--- config.mk ---
export PLATFORM = sky130hd
export DESIGN_NAME = mem_access_unit_flat
export DESIGN_NICKNAME = d
export VERILOG_FILES = /design/src/rtl/mem_access_unit_pkg.sv /design/src/rtl/mem_access_unit_if.sv /design/src/rtl/mem_access_unit_load_format.sv /design/src/rtl/mem_access_unit.sv /design/src/flat_wrapper.sv
export SDC_FILE = /design/constraint.sdc
export NUM_CORES = 1
export LEC_CHECK = 0
export ABC_AREA = 1
export BUFFER_PORTS_ARGS = -buffer_cell sky130_fd_sc_hd__buf_2
export CORE_MARGIN = 4
export CORE_UTILIZATION = 45
export DETAILED_ROUTE_END_ITERATION = 10
export GPL_ROUTABILITY_DRIVEN = 0
export PLACE_DENSITY = 0.78
export SLEW_MARGIN = 40
export SYNTH_ARGS = -nofsm -noshare
export SYNTH_HDL_FRONTEND = slang
export SYNTH_SLANG_ARGS = --single-unit
--- constraint.sdc ---
create_clock -name clk -period 2.8 [get_ports clk]
set_input_delay 0.56 -clock clk [delete_from_list [all_inputs] [get_ports clk]]
set_output_delay 0.56 -clock clk [all_outputs]
set_load 0.01 [all_outputs]
--- src/rtl/mem_access_unit_pkg.sv ---
// -----------------------------------------------------------------------------
// lc3b_types: shared types for the LC-3b memory access unit.
//   lc3b_word          - 16-bit data / address word
//   lc3b_mem_wmask     - 2-bit byte enable mask
//   mem_access_state_t - access sequencer states (IDLE -> ACCESS -> RESP)
//   mem_op_t           - captured operation kind
//   byte_replicate     - copies a byte into both lanes for byte stores
// -----------------------------------------------------------------------------
package lc3b_types;

    typedef logic [15:0] lc3b_word;
    typedef logic [1:0]  lc3b_mem_wmask;

    typedef enum logic [1:0] {
        MA_IDLE   = 2'b00,
        MA_ACCESS = 2'b01,
        MA_RESP   = 2'b10
    } mem_access_state_t;

    typedef enum logic {
        OP_READ  = 1'b0,
        OP_WRITE = 1'b1
    } mem_op_t;

    // A byte store puts the low byte on both lanes; the byte enables pick the lane.
    function automatic lc3b_word byte_replicate(input logic [7:0] b);
        return {b, b};
    endfunction

endpackage

--- src/rtl/mem_access_unit_if.sv ---
// -----------------------------------------------------------------------------
// Bus interfaces of the memory access unit.
//   mem_access_unit_cpu_if : CPU-side request/response bus.
//       master = CPU (drives requests), slave = access unit (drives response).
//   mem_access_unit_mem_if : memory-side bus.
//       master = access unit (drives request), slave = memory (drives response).
// -----------------------------------------------------------------------------
interface mem_access_unit_cpu_if;
    import lc3b_types::*;

    logic          cpu_read;
    logic          cpu_write;
    logic          cpu_ldb;
    logic          cpu_stb;
    lc3b_word      cpu_addr;
    lc3b_word      cpu_wdata;
    lc3b_mem_wmask cpu_wmask;
    logic          cpu_byte_sel;
    logic          cpu_resp;
    logic          cpu_err;
    logic          cpu_busy;
    lc3b_word      cpu_rdata;

    modport master (
        output cpu_read, cpu_write, cpu_ldb, cpu_stb, cpu_addr, cpu_wdata,
               cpu_wmask, cpu_byte_sel,
        input  cpu_resp, cpu_err, cpu_busy, cpu_rdata
    );

    modport slave (
        input  cpu_read, cpu_write, cpu_ldb, cpu_stb, cpu_addr, cpu_wdata,
               cpu_wmask, cpu_byte_sel,
        output cpu_resp, cpu_err, cpu_busy, cpu_rdata
    );
endinterface

interface mem_access_unit_mem_if;
    import lc3b_types::*;

    logic          mem_read;
    logic          mem_write;
    lc3b_word      mem_address;
    lc3b_word      mem_wdata;
    lc3b_mem_wmask mem_byte_enable;
    logic          mem_resp;
    lc3b_word      mem_rdata;

    modport master (
        output mem_read, mem_write, mem_address, mem_wdata, mem_byte_enable,
        input  mem_resp, mem_rdata
    );

    modport slave (
        input  mem_read, mem_write, mem_address, mem_wdata, mem_byte_enable,
        output mem_resp, mem_rdata
    );
endinterface

--- src/rtl/mem_access_unit_load_format.sv ---
// -----------------------------------------------------------------------------
// mem_load_format: combinational load data formatter.
//   mem_rdata_i - raw word returned by memory
//   ldb_i       - byte load: zero-extend the selected byte
//   byte_sel_i  - selects the high byte for byte loads
//   data_o      - formatted load word
// -----------------------------------------------------------------------------
module mem_load_format
    import lc3b_types::*;
(
    input  lc3b_word mem_rdata_i,
    input  logic     ldb_i,
    input  logic     byte_sel_i,
    output lc3b_word data_o
);

    // Select and zero-extend the addressed byte, or pass the full word through.
    always_comb begin
        data_o = mem_rdata_i;
        if (ldb_i) begin
            if (byte_sel_i) begin
                data_o = {8'h00, mem_rdata_i[15:8]};
            end else begin
                data_o = {8'h00, mem_rdata_i[7:0]};
            end
        end else begin
            data_o = mem_rdata_i;
        end
    end

endmodule

--- src/rtl/mem_access_unit.sv ---
// -----------------------------------------------------------------------------
// mem_access_unit: sequences one CPU load/store onto the memory bus.
//   clk   - clock, rising edge
//   reset - synchronous, active-high
//   cpu   - CPU request/response bus (slave side)
//   mem   - memory request/response bus (master side)
// Optional feature: define MEM_ACCESS_TIMEOUT_EN to abort an access after
// TIMEOUT_CYCLES cycles without mem_resp (reported via cpu_err with cpu_resp).
// Without it cpu_err is tied low and ACCESS waits forever.
// -----------------------------------------------------------------------------
module mem_access_unit
    import lc3b_types::*;
#(
    parameter int TIMEOUT_CYCLES = 64
) (
    input  logic                  clk,
    input  logic                  reset,
    mem_access_unit_cpu_if.slave  cpu,
    mem_access_unit_mem_if.master mem
);

    mem_access_state_t state_q, state_d;
    mem_op_t           op_q, op_d;
    logic              ldb_q, ldb_d;
    logic              byte_sel_q, byte_sel_d;
    logic              mem_read_q, mem_read_d;
    logic              mem_write_q, mem_write_d;
    lc3b_word          mem_address_q, mem_address_d;
    lc3b_word          mem_wdata_q, mem_wdata_d;
    lc3b_mem_wmask     mem_be_q, mem_be_d;
    logic              cpu_resp_q, cpu_resp_d;
    logic              cpu_busy_q, cpu_busy_d;
    lc3b_word          cpu_rdata_q, cpu_rdata_d;
    logic              cpu_err_d;
    lc3b_word          fmt_s;

`ifdef MEM_ACCESS_TIMEOUT_EN
    localparam int WAIT_W = $clog2(TIMEOUT_CYCLES + 1);
    logic [WAIT_W-1:0] wait_q, wait_d;
    logic              cpu_err_q;
`endif

    mem_load_format u_load_format (
        .mem_rdata_i (mem.mem_rdata),
        .ldb_i       (ldb_q),
        .byte_sel_i  (byte_sel_q),
        .data_o      (fmt_s)
    );

    // Next-state and output-register logic of the access sequencer.
    always_comb begin
        state_d       = state_q;
        op_d          = op_q;
        ldb_d         = ldb_q;
        byte_sel_d    = byte_sel_q;
        mem_read_d    = mem_read_q;
        mem_write_d   = mem_write_q;
        mem_address_d = mem_address_q;
        mem_wdata_d   = mem_wdata_q;
        mem_be_d      = mem_be_q;
        cpu_resp_d    = 1'b0;
        cpu_rdata_d   = cpu_rdata_q;
        cpu_err_d     = 1'b0;
`ifdef MEM_ACCESS_TIMEOUT_EN
        wait_d        = wait_q;
`endif
        case (state_q)
            MA_IDLE: begin
                if (cpu.cpu_read || cpu.cpu_write) begin
                    // Read wins when both are requested together.
                    state_d       = MA_ACCESS;
                    op_d          = cpu.cpu_read ? OP_READ : OP_WRITE;
                    ldb_d         = cpu.cpu_ldb;
                    byte_sel_d    = cpu.cpu_byte_sel;
                    mem_read_d    = cpu.cpu_read;
                    mem_write_d   = ~cpu.cpu_read;
                    mem_address_d = cpu.cpu_addr;
                    mem_wdata_d   = (!cpu.cpu_read && cpu.cpu_stb) ?
                                    byte_replicate(cpu.cpu_wdata[7:0]) : cpu.cpu_wdata;
                    mem_be_d      = cpu.cpu_read ? 2'b11 : cpu.cpu_wmask;
`ifdef MEM_ACCESS_TIMEOUT_EN
                    wait_d        = {WAIT_W{1'b0}};
`endif
                end else begin
                    state_d = MA_IDLE;
                end
            end
            MA_ACCESS: begin
                if (mem.mem_resp) begin
                    state_d     = MA_RESP;
                    mem_read_d  = 1'b0;
                    mem_write_d = 1'b0;
                    cpu_resp_d  = 1'b1;
                    if (op_q == OP_READ) begin
                        cpu_rdata_d = fmt_s;
                    end else begin
                        cpu_rdata_d = cpu_rdata_q;
                    end
                end
`ifdef MEM_ACCESS_TIMEOUT_EN
                else if (wait_q == WAIT_W'(TIMEOUT_CYCLES - 1)) begin
                    // Last allowed ACCESS cycle elapsed: abort, keep cpu_rdata.
                    state_d     = MA_RESP;
                    mem_read_d  = 1'b0;
                    mem_write_d = 1'b0;
                    cpu_resp_d  = 1'b1;
                    cpu_err_d   = 1'b1;
                end else begin
                    wait_d = wait_q + WAIT_W'(1);
                end
`else
                else begin
                    state_d = MA_ACCESS;
                end
`endif
            end
            MA_RESP: begin
                state_d = MA_IDLE;
            end
            default: begin
                state_d     = MA_IDLE;
                mem_read_d  = 1'b0;
                mem_write_d = 1'b0;
            end
        endcase
        cpu_busy_d = (state_d != MA_IDLE);
    end

    // State and output registers.
    always_ff @(posedge clk) begin
        if (reset) begin
            state_q       <= MA_IDLE;
            op_q          <= OP_READ;
            ldb_q         <= 1'b0;
            byte_sel_q    <= 1'b0;
            mem_read_q    <= 1'b0;
            mem_write_q   <= 1'b0;
            mem_address_q <= 16'h0000;
            mem_wdata_q   <= 16'h0000;
            mem_be_q      <= 2'b11;
            cpu_resp_q    <= 1'b0;
            cpu_busy_q    <= 1'b0;
            cpu_rdata_q   <= 16'h0000;
        end else begin
            state_q       <= state_d;
            op_q          <= op_d;
            ldb_q         <= ldb_d;
            byte_sel_q    <= byte_sel_d;
            mem_read_q    <= mem_read_d;
            mem_write_q   <= mem_write_d;
            mem_address_q <= mem_address_d;
            mem_wdata_q   <= mem_wdata_d;
            mem_be_q      <= mem_be_d;
            cpu_resp_q    <= cpu_resp_d;
            cpu_busy_q    <= cpu_busy_d;
            cpu_rdata_q   <= cpu_rdata_d;
        end
    end

`ifdef MEM_ACCESS_TIMEOUT_EN
    // Timeout wait counter and abort flag.
    always_ff @(posedge clk) begin
        if (reset) begin
            wait_q    <= {WAIT_W{1'b0}};
            cpu_err_q <= 1'b0;
        end else begin
            wait_q    <= wait_d;
            cpu_err_q <= cpu_err_d;
        end
    end

    assign cpu.cpu_err = cpu_err_q;
`else
    assign cpu.cpu_err = 1'b0;
`endif

    assign cpu.cpu_resp        = cpu_resp_q;
    assign cpu.cpu_busy        = cpu_busy_q;
    assign cpu.cpu_rdata       = cpu_rdata_q;
    assign mem.mem_read        = mem_read_q;
    assign mem.mem_write       = mem_write_q;
    assign mem.mem_address     = mem_address_q;
    assign mem.mem_wdata       = mem_wdata_q;
    assign mem.mem_byte_enable = mem_be_q;

endmodule

--- src/flat_wrapper.sv ---
// flat-port wrapper written by rule: the top's interface ports become plain ports
module mem_access_unit_flat import lc3b_types::*;
#(
    parameter int TIMEOUT_CYCLES = 64
)
  (clk, reset, cpu_cpu_read, cpu_cpu_write, cpu_cpu_ldb, cpu_cpu_stb, cpu_cpu_addr, cpu_cpu_wdata, cpu_cpu_wmask, cpu_cpu_byte_sel, cpu_cpu_resp, cpu_cpu_err, cpu_cpu_busy, cpu_cpu_rdata, mem_mem_read, mem_mem_write, mem_mem_address, mem_mem_wdata, mem_mem_byte_enable, mem_mem_resp, mem_mem_rdata);
  mem_access_unit_cpu_if cpu_i ();
  mem_access_unit_mem_if mem_i ();
  input  logic clk;
  input  logic reset;
  input wire logic [$bits(cpu_i.cpu_read)-1:0] cpu_cpu_read;
  input wire logic [$bits(cpu_i.cpu_write)-1:0] cpu_cpu_write;
  input wire logic [$bits(cpu_i.cpu_ldb)-1:0] cpu_cpu_ldb;
  input wire logic [$bits(cpu_i.cpu_stb)-1:0] cpu_cpu_stb;
  input wire logic [$bits(cpu_i.cpu_addr)-1:0] cpu_cpu_addr;
  input wire logic [$bits(cpu_i.cpu_wdata)-1:0] cpu_cpu_wdata;
  input wire logic [$bits(cpu_i.cpu_wmask)-1:0] cpu_cpu_wmask;
  input wire logic [$bits(cpu_i.cpu_byte_sel)-1:0] cpu_cpu_byte_sel;
  output wire logic [$bits(cpu_i.cpu_resp)-1:0] cpu_cpu_resp;
  output wire logic [$bits(cpu_i.cpu_err)-1:0] cpu_cpu_err;
  output wire logic [$bits(cpu_i.cpu_busy)-1:0] cpu_cpu_busy;
  output wire logic [$bits(cpu_i.cpu_rdata)-1:0] cpu_cpu_rdata;
  output wire logic [$bits(mem_i.mem_read)-1:0] mem_mem_read;
  output wire logic [$bits(mem_i.mem_write)-1:0] mem_mem_write;
  output wire logic [$bits(mem_i.mem_address)-1:0] mem_mem_address;
  output wire logic [$bits(mem_i.mem_wdata)-1:0] mem_mem_wdata;
  output wire logic [$bits(mem_i.mem_byte_enable)-1:0] mem_mem_byte_enable;
  input wire logic [$bits(mem_i.mem_resp)-1:0] mem_mem_resp;
  input wire logic [$bits(mem_i.mem_rdata)-1:0] mem_mem_rdata;
  assign cpu_i.cpu_read = cpu_cpu_read;
  assign cpu_i.cpu_write = cpu_cpu_write;
  assign cpu_i.cpu_ldb = cpu_cpu_ldb;
  assign cpu_i.cpu_stb = cpu_cpu_stb;
  assign cpu_i.cpu_addr = cpu_cpu_addr;
  assign cpu_i.cpu_wdata = cpu_cpu_wdata;
  assign cpu_i.cpu_wmask = cpu_cpu_wmask;
  assign cpu_i.cpu_byte_sel = cpu_cpu_byte_sel;
  assign cpu_cpu_resp = cpu_i.cpu_resp;
  assign cpu_cpu_err = cpu_i.cpu_err;
  assign cpu_cpu_busy = cpu_i.cpu_busy;
  assign cpu_cpu_rdata = cpu_i.cpu_rdata;
  assign mem_mem_read = mem_i.mem_read;
  assign mem_mem_write = mem_i.mem_write;
  assign mem_mem_address = mem_i.mem_address;
  assign mem_mem_wdata = mem_i.mem_wdata;
  assign mem_mem_byte_enable = mem_i.mem_byte_enable;
  assign mem_i.mem_resp = mem_mem_resp;
  assign mem_i.mem_rdata = mem_mem_rdata;
  mem_access_unit #(.TIMEOUT_CYCLES(TIMEOUT_CYCLES)) u_core (.clk(clk), .reset(reset), .cpu(cpu_i), .mem(mem_i));
endmodule
======== Word-level counts from Yosys, hierarchy flattened ========
Cells that the tools add are included.
W data, S select, Z words.
word-level totals
  input bits .............................. 58
  flip-flop bits (word level) ............. 59
  logic and storage cells ................. 43
  output and inout port bits .............. 55
cells by class
  multiplexer cells ....................... 14
  reductions and logical operators ........ 9
  eq/ne operators ......................... 4
  bitwise gates (word level) .............. 4
operators with widths
  operator              number
  $mux W16              2
  $mux W8               1
  $mux W1               6
  $pmux W1 S3           2
  $reduce_and A3 Y1     2
  $mux W2               2
  $not A1 Y1            4
  $pmux W2 S2           1
  $eq A2 B1 Y1 const B  1
  $eq A2 B2 Y1 const B  1
  $logic_not A2 Y1      1
  $ne A2 B1 Y1 const B  1
  $ne A2 B2 Y1 const B  1
  $reduce_and A2 Y1     1
  $reduce_bool A2 Y1    1
  $reduce_or A2 Y1      1
  $logic_and A1 B1 Y1   1
  $logic_not A1 Y1      1
  $logic_or A1 B1 Y1    1

======== Depth between registers and ports, before layout ========
  word-level depth ........................ 4
  mapped depth ............................ 7
  mapped depth without buffers ............ 7

======== By module ========
Synthesis repeated with hierarchy kept, for this count alone.
unflattened totals
  cells, all modules ...................... 339
  area total of the unflattened synthesis .. 2,462.4 µm²
modules (own cells, without submodules)
  module           seq. area each (µm²)  cells an instance  area an instance (µm²)  instances
  mem_access_unit  1,181.1               295                2,250.9                 1
  mem_load_format  0.0                   44                 211.5                   1

======== Worst setup path after synthesis ========
No wires, ideal clock.
  path type ............................... input to register
  start point ............................. input cpu_cpu_stb
  end point ............................... register u_core.mem_wdata_q[10] (netlist: u_core.mem.mem_wdata[10])
  path slack .............................. 1.467 ns
  stages .................................. 6
  setup time .............................. 0.132 ns
  arrival time ............................ 1.201 ns
  data required time ...................... 2.668 ns
  path buffers ............................ 1
  cells stage by stage .................... clkbuf_1 -> nand2_1 -> nand2_1 -> nand2_1 -> nand2_1 -> a21oi_1
between the ends
  word-level cells in the longest chain between the ends .. 2
ends and longest elaborated chain
  element               RTL line                text
  start, declared       flat_wrapper.sv:14      input wire logic [$bits(cpu_i.cpu_stb)-1:0] cpu_cpu_stb;
  $logic_and A1 B1 Y1   mem_access_unit.sv:78   mem_wdata_d = (!cpu.cpu_read && cpu.cpu_stb) ?
  $mux W16              mem_access_unit.sv:78
  end signal, assigned  mem_access_unit.sv:152  mem_wdata_q <= mem_wdata_d;
  end, declared         mem_access_unit.sv:29   lc3b_word mem_wdata_q, mem_wdata_d;
No other way between the ends.
A chain may end at the register's enable or synchronous reset.

======== Final worst setup path ========
  start point ............................. input cpu_cpu_read
  end point ............................... register u_core.mem_wdata_q[12] (netlist: u_core.mem.mem_wdata[12])
between the ends
  word-level cells in the longest chain between the ends .. 3
  elaborated cells on any way between the ends .. 5
  those cells by class .................... 1 x mux; 4 x reduce/logical
ends and longest elaborated chain
  element              RTL line               text
  start, declared      flat_wrapper.sv:11     input wire logic [$bits(cpu_i.cpu_read)-1:0] cpu_cpu_read;
  $logic_not A1 Y1     mem_access_unit.sv:78
  $logic_and A1 B1 Y1  mem_access_unit.sv:78
  $mux W16             mem_access_unit.sv:78
Several ways; a longest one is shown, not always the timed one.

==> impl_results.md <==
* Status: completed
* Number of global-route vias before repair at 2,227
* CTS max path bufs at 2
* Slowest stage cell, crit path: o21ai_2
* DR pass1 iterations at 4
* Via/cell ratio at between 4 and 5
* Initial Utilization at 0.4686
* Post-synth top cells: nor2_1 (80), nand2_1 (71), dfxtp_1 (59)
* CP Launch Type: primary input
* First-pass GRT wire length at roughly 9800 um
* Final nets at 497
* Final Hold Violating Endpoints at 0
* Max Clk Rate at 656.8 MHz
* Total Neg Setup Slack at 0 ps
* Worst-margin pin slew at 520.9 ps
* Grt ovf at 0
* Die area at ~0.0066 mm2
* Pin count of the biggest net entering global routing at 37
* Final period util at 0.5438
* Peak supply drop at roughly 0.37 mV
* Antenna diode count at 0
* Layout cell share with drive strength beyond 1 at 0.3153
* Final Util at 0.6098
* IO Count at 113
* CTS tree: built
* Initial antenna violation count at 0
* Fin crit period at around 1500 ps
* Async S/R FF share, synth at 0
* Placed cell count at 498
* Area leader, netlist: dfxtp_1
* Root Driver: clkbuf_8
* Seq pwr share at 0.462
* Synthesized area at 0.002409 mm2
* Family with the most delay on the worst path: compound AO/OA/AOI/OAI gates
* Via Count at around 2,400
* Critical Setup Path Class: primary input to flop
* I/O Buffers at approximately 110
* Worst-path cell chain: buf_2, o21ai_2, buf_4, nand2_1, a21oi_1
* Setup repair bufs after CTS at 0
* WP buf/inv at 2
* Fin. max-slew vios at 0
* Post-DR wirelength/cell at between 10 and 15 um
* Final setup vio count at 0
* Skew-Pair Late Insertion Delay at roughly 320 ps
* Design area at 0.003134 mm2
* Total Wirelength at about 6100 um
* Fill count at a little under 500
* Mean post-synth cell area at slightly above 7 um2
* CTS Buf Count at 9
* Area of the multi-input gates at around 0.0010 mm2
* Logic pwr share at 0.179
* Clock transition at the registers of the reported paths at roughly 70 ps
* Worst hold-check path type: primary input to flop
* Placed inst area at about 0.0029 mm2
* Worst Path Arrival at between 1500 and 2000 ps
* DP HPWL at between 4000 and 5000 um
* Main synth FF type: dfxtp_1
* Cell Pwr Density at roughly 660 mW/mm2
* Sequential Area at about 0.0012 mm2
* Max cap viols at 0
* H-Tree Depth at 3
* Largest stage delay, worst path at about 450 ps
* Total power at 2.077 mW
* Critical Path End Type: flop
* Post-synthesis sequential area ratio at 0.4904
* Unrepaired setup endpoints after global routing: false
* Post-synth cell types at 25
* Final Instance Count excl. Fillers at between 500 and 600
* Syn Inst Count at 335
* #FFs+latches synth at 59
* Psw at about 0.6 mW
* Sw Ratio at 0.2901
* Req. time, crit path at 3050 ps
* Clk sinks at just under 60
* 1st-iter DRT viols at a little under 70
* Relative max-transition margin at 0.6527
* Cts-stage hold buffer count at 0
* Area share of the largest cell type after synthesis at 0.4904
* CP max FO at 29
* Synth top area cells: dfxtp_1 (49%), nor2_1 (12%), nand2_1 (11%), o21ai_0 (7.3%), nand3_1 (3.3%)
* Die span in y at between 80 and 90 um
* Net count after synthesis at 393
* Most common cell in the netlist: nor2_1
* Yosys warns at 0
* Setup Skew at 7.730 ps
* Post-synth EDFFs at 0
* Area Growth Syn to Fin at 30.13%
* Gr usage total at 0.1928
* Post_cts resized at 0
* Core area at 0.005140 mm2
* FP Rows at 26
* DRC viols at 0
* Chip Width at 81.16 um
* Routed Antenna Nets at 0
* Pint at between 1 and 1.5 mW
* P_leak at ~1.6 nW
* Clk pwr share at 0.359
==> per-layer routing <==
layer / track usage / wire, um / vias to the layer above
li1: - / - / 1266
met1: 0.2264 / 2602 / 1037
met2: 0.3144 / 2756 / 95
met3: 0.06984 / 693 / 2
met4: 0.08615 / 27 / 0
met5: 0 / 0 / -
==> final timing paths <==
check	startpoint	to	cells after the start	slack, ps
worst max register to register	u_core.state_q[1]	u_core.mem.mem_wdata[12]	5	1380
worst min register to register	u_core.mem.mem_wdata[14]	u_core.mem.mem_wdata[14]	2	460
worst min-delay path	cpu_cpu_wmask[0]	u_core.mem.mem_byte_enable[0]	3	460
worst max-delay path	cpu_cpu_read	u_core.mem.mem_wdata[12]	5	1280
==> layout by cell type, fill, tap and decap left out <==
cell        count
clkbuf_8        9
a21oi_2         2
a31oi_1         1
inv_4           1
o21ai_2         1
conb_1          1
nor2_1         80
o21ai_1        10
o21ai_0        35
inv_1          15
nand2_1        71
nor2_2          1
clkbuf_1        1
dfxtp_1        59
clkinv_4        2
clkinv_2        1
a21oi_1        15
clkinvlp_4      3
nor2_4          1
buf_2         111
buf_4           2
nand2_2         4
bufinv_16       1
nand3_1        16
inv_2           1
==> per-stage QoR <==
step | hold slack [ps] | setup WS [ps]
6_report | 457.7 | 1277
5_1_grt | 437.4 | 1122
4_1_cts | 430.5 | 1270
3_5_place_dp | 456.7 | 948.9
3_3_place_gp | 448.9 | 956.5
2_1_floorplan | 444.0 | 1467
==> flip-flops by register name, indices dropped and copies added (netlist names), 2 cells and up <==
signal	count
u_core.cpu.cpu_rdata	16
u_core.mem.mem_address	16
u_core.mem.mem_wdata	16
u_core.mem.mem_byte_enable	2
u_core.state_q	2
==> logic make-up (layout without fill, tap and decap cells) <==
kind of cell	after synthesis	count (layout)	synth area share
simple gates	173	173	0.2862
compound gates	64	64	0.1382
other cells	1	1	0.001557
buf+inv	38	147	0.08363
flops	59	59	0.4904
==> layout make-up <==
| type | count | area share |
|---|---|---|
| sequential | 59 | 0.3768 |
| multi-input combinational | 238 | 0.3273 |
| clock inverter | 6 | 0.02116 |
| inverter | 18 | 0.02395 |
| tap | 70 | 0.02794 |
| clock buffer | 10 | 0.04072 |
| timing repair buffer | 113 | 0.1820 |
==> power by group through the flow <==
stage | logic (mW) | registers (mW) | clock network (mW)
finish | 0.372 | 0.960 | 0.745
global route | 0.422 | 0.970 | 0.803
CTS | 0.375 | 0.960 | 0.770
detailed placement | 0.375 | 0.978 | 0
global placement | 0.370 | 0.975 | 0
floorplan | 0.209 | 1.01 | 0
==> worst register-to-register path: stages, from the launching register on <==
cell     delay (ps)
dfxtp_1         440
nor2_4           80
o21ai_2         210
buf_4           370
nand2_1          90
a21oi_1         160
No activity file was read; power rests on OpenSTA's default activity.
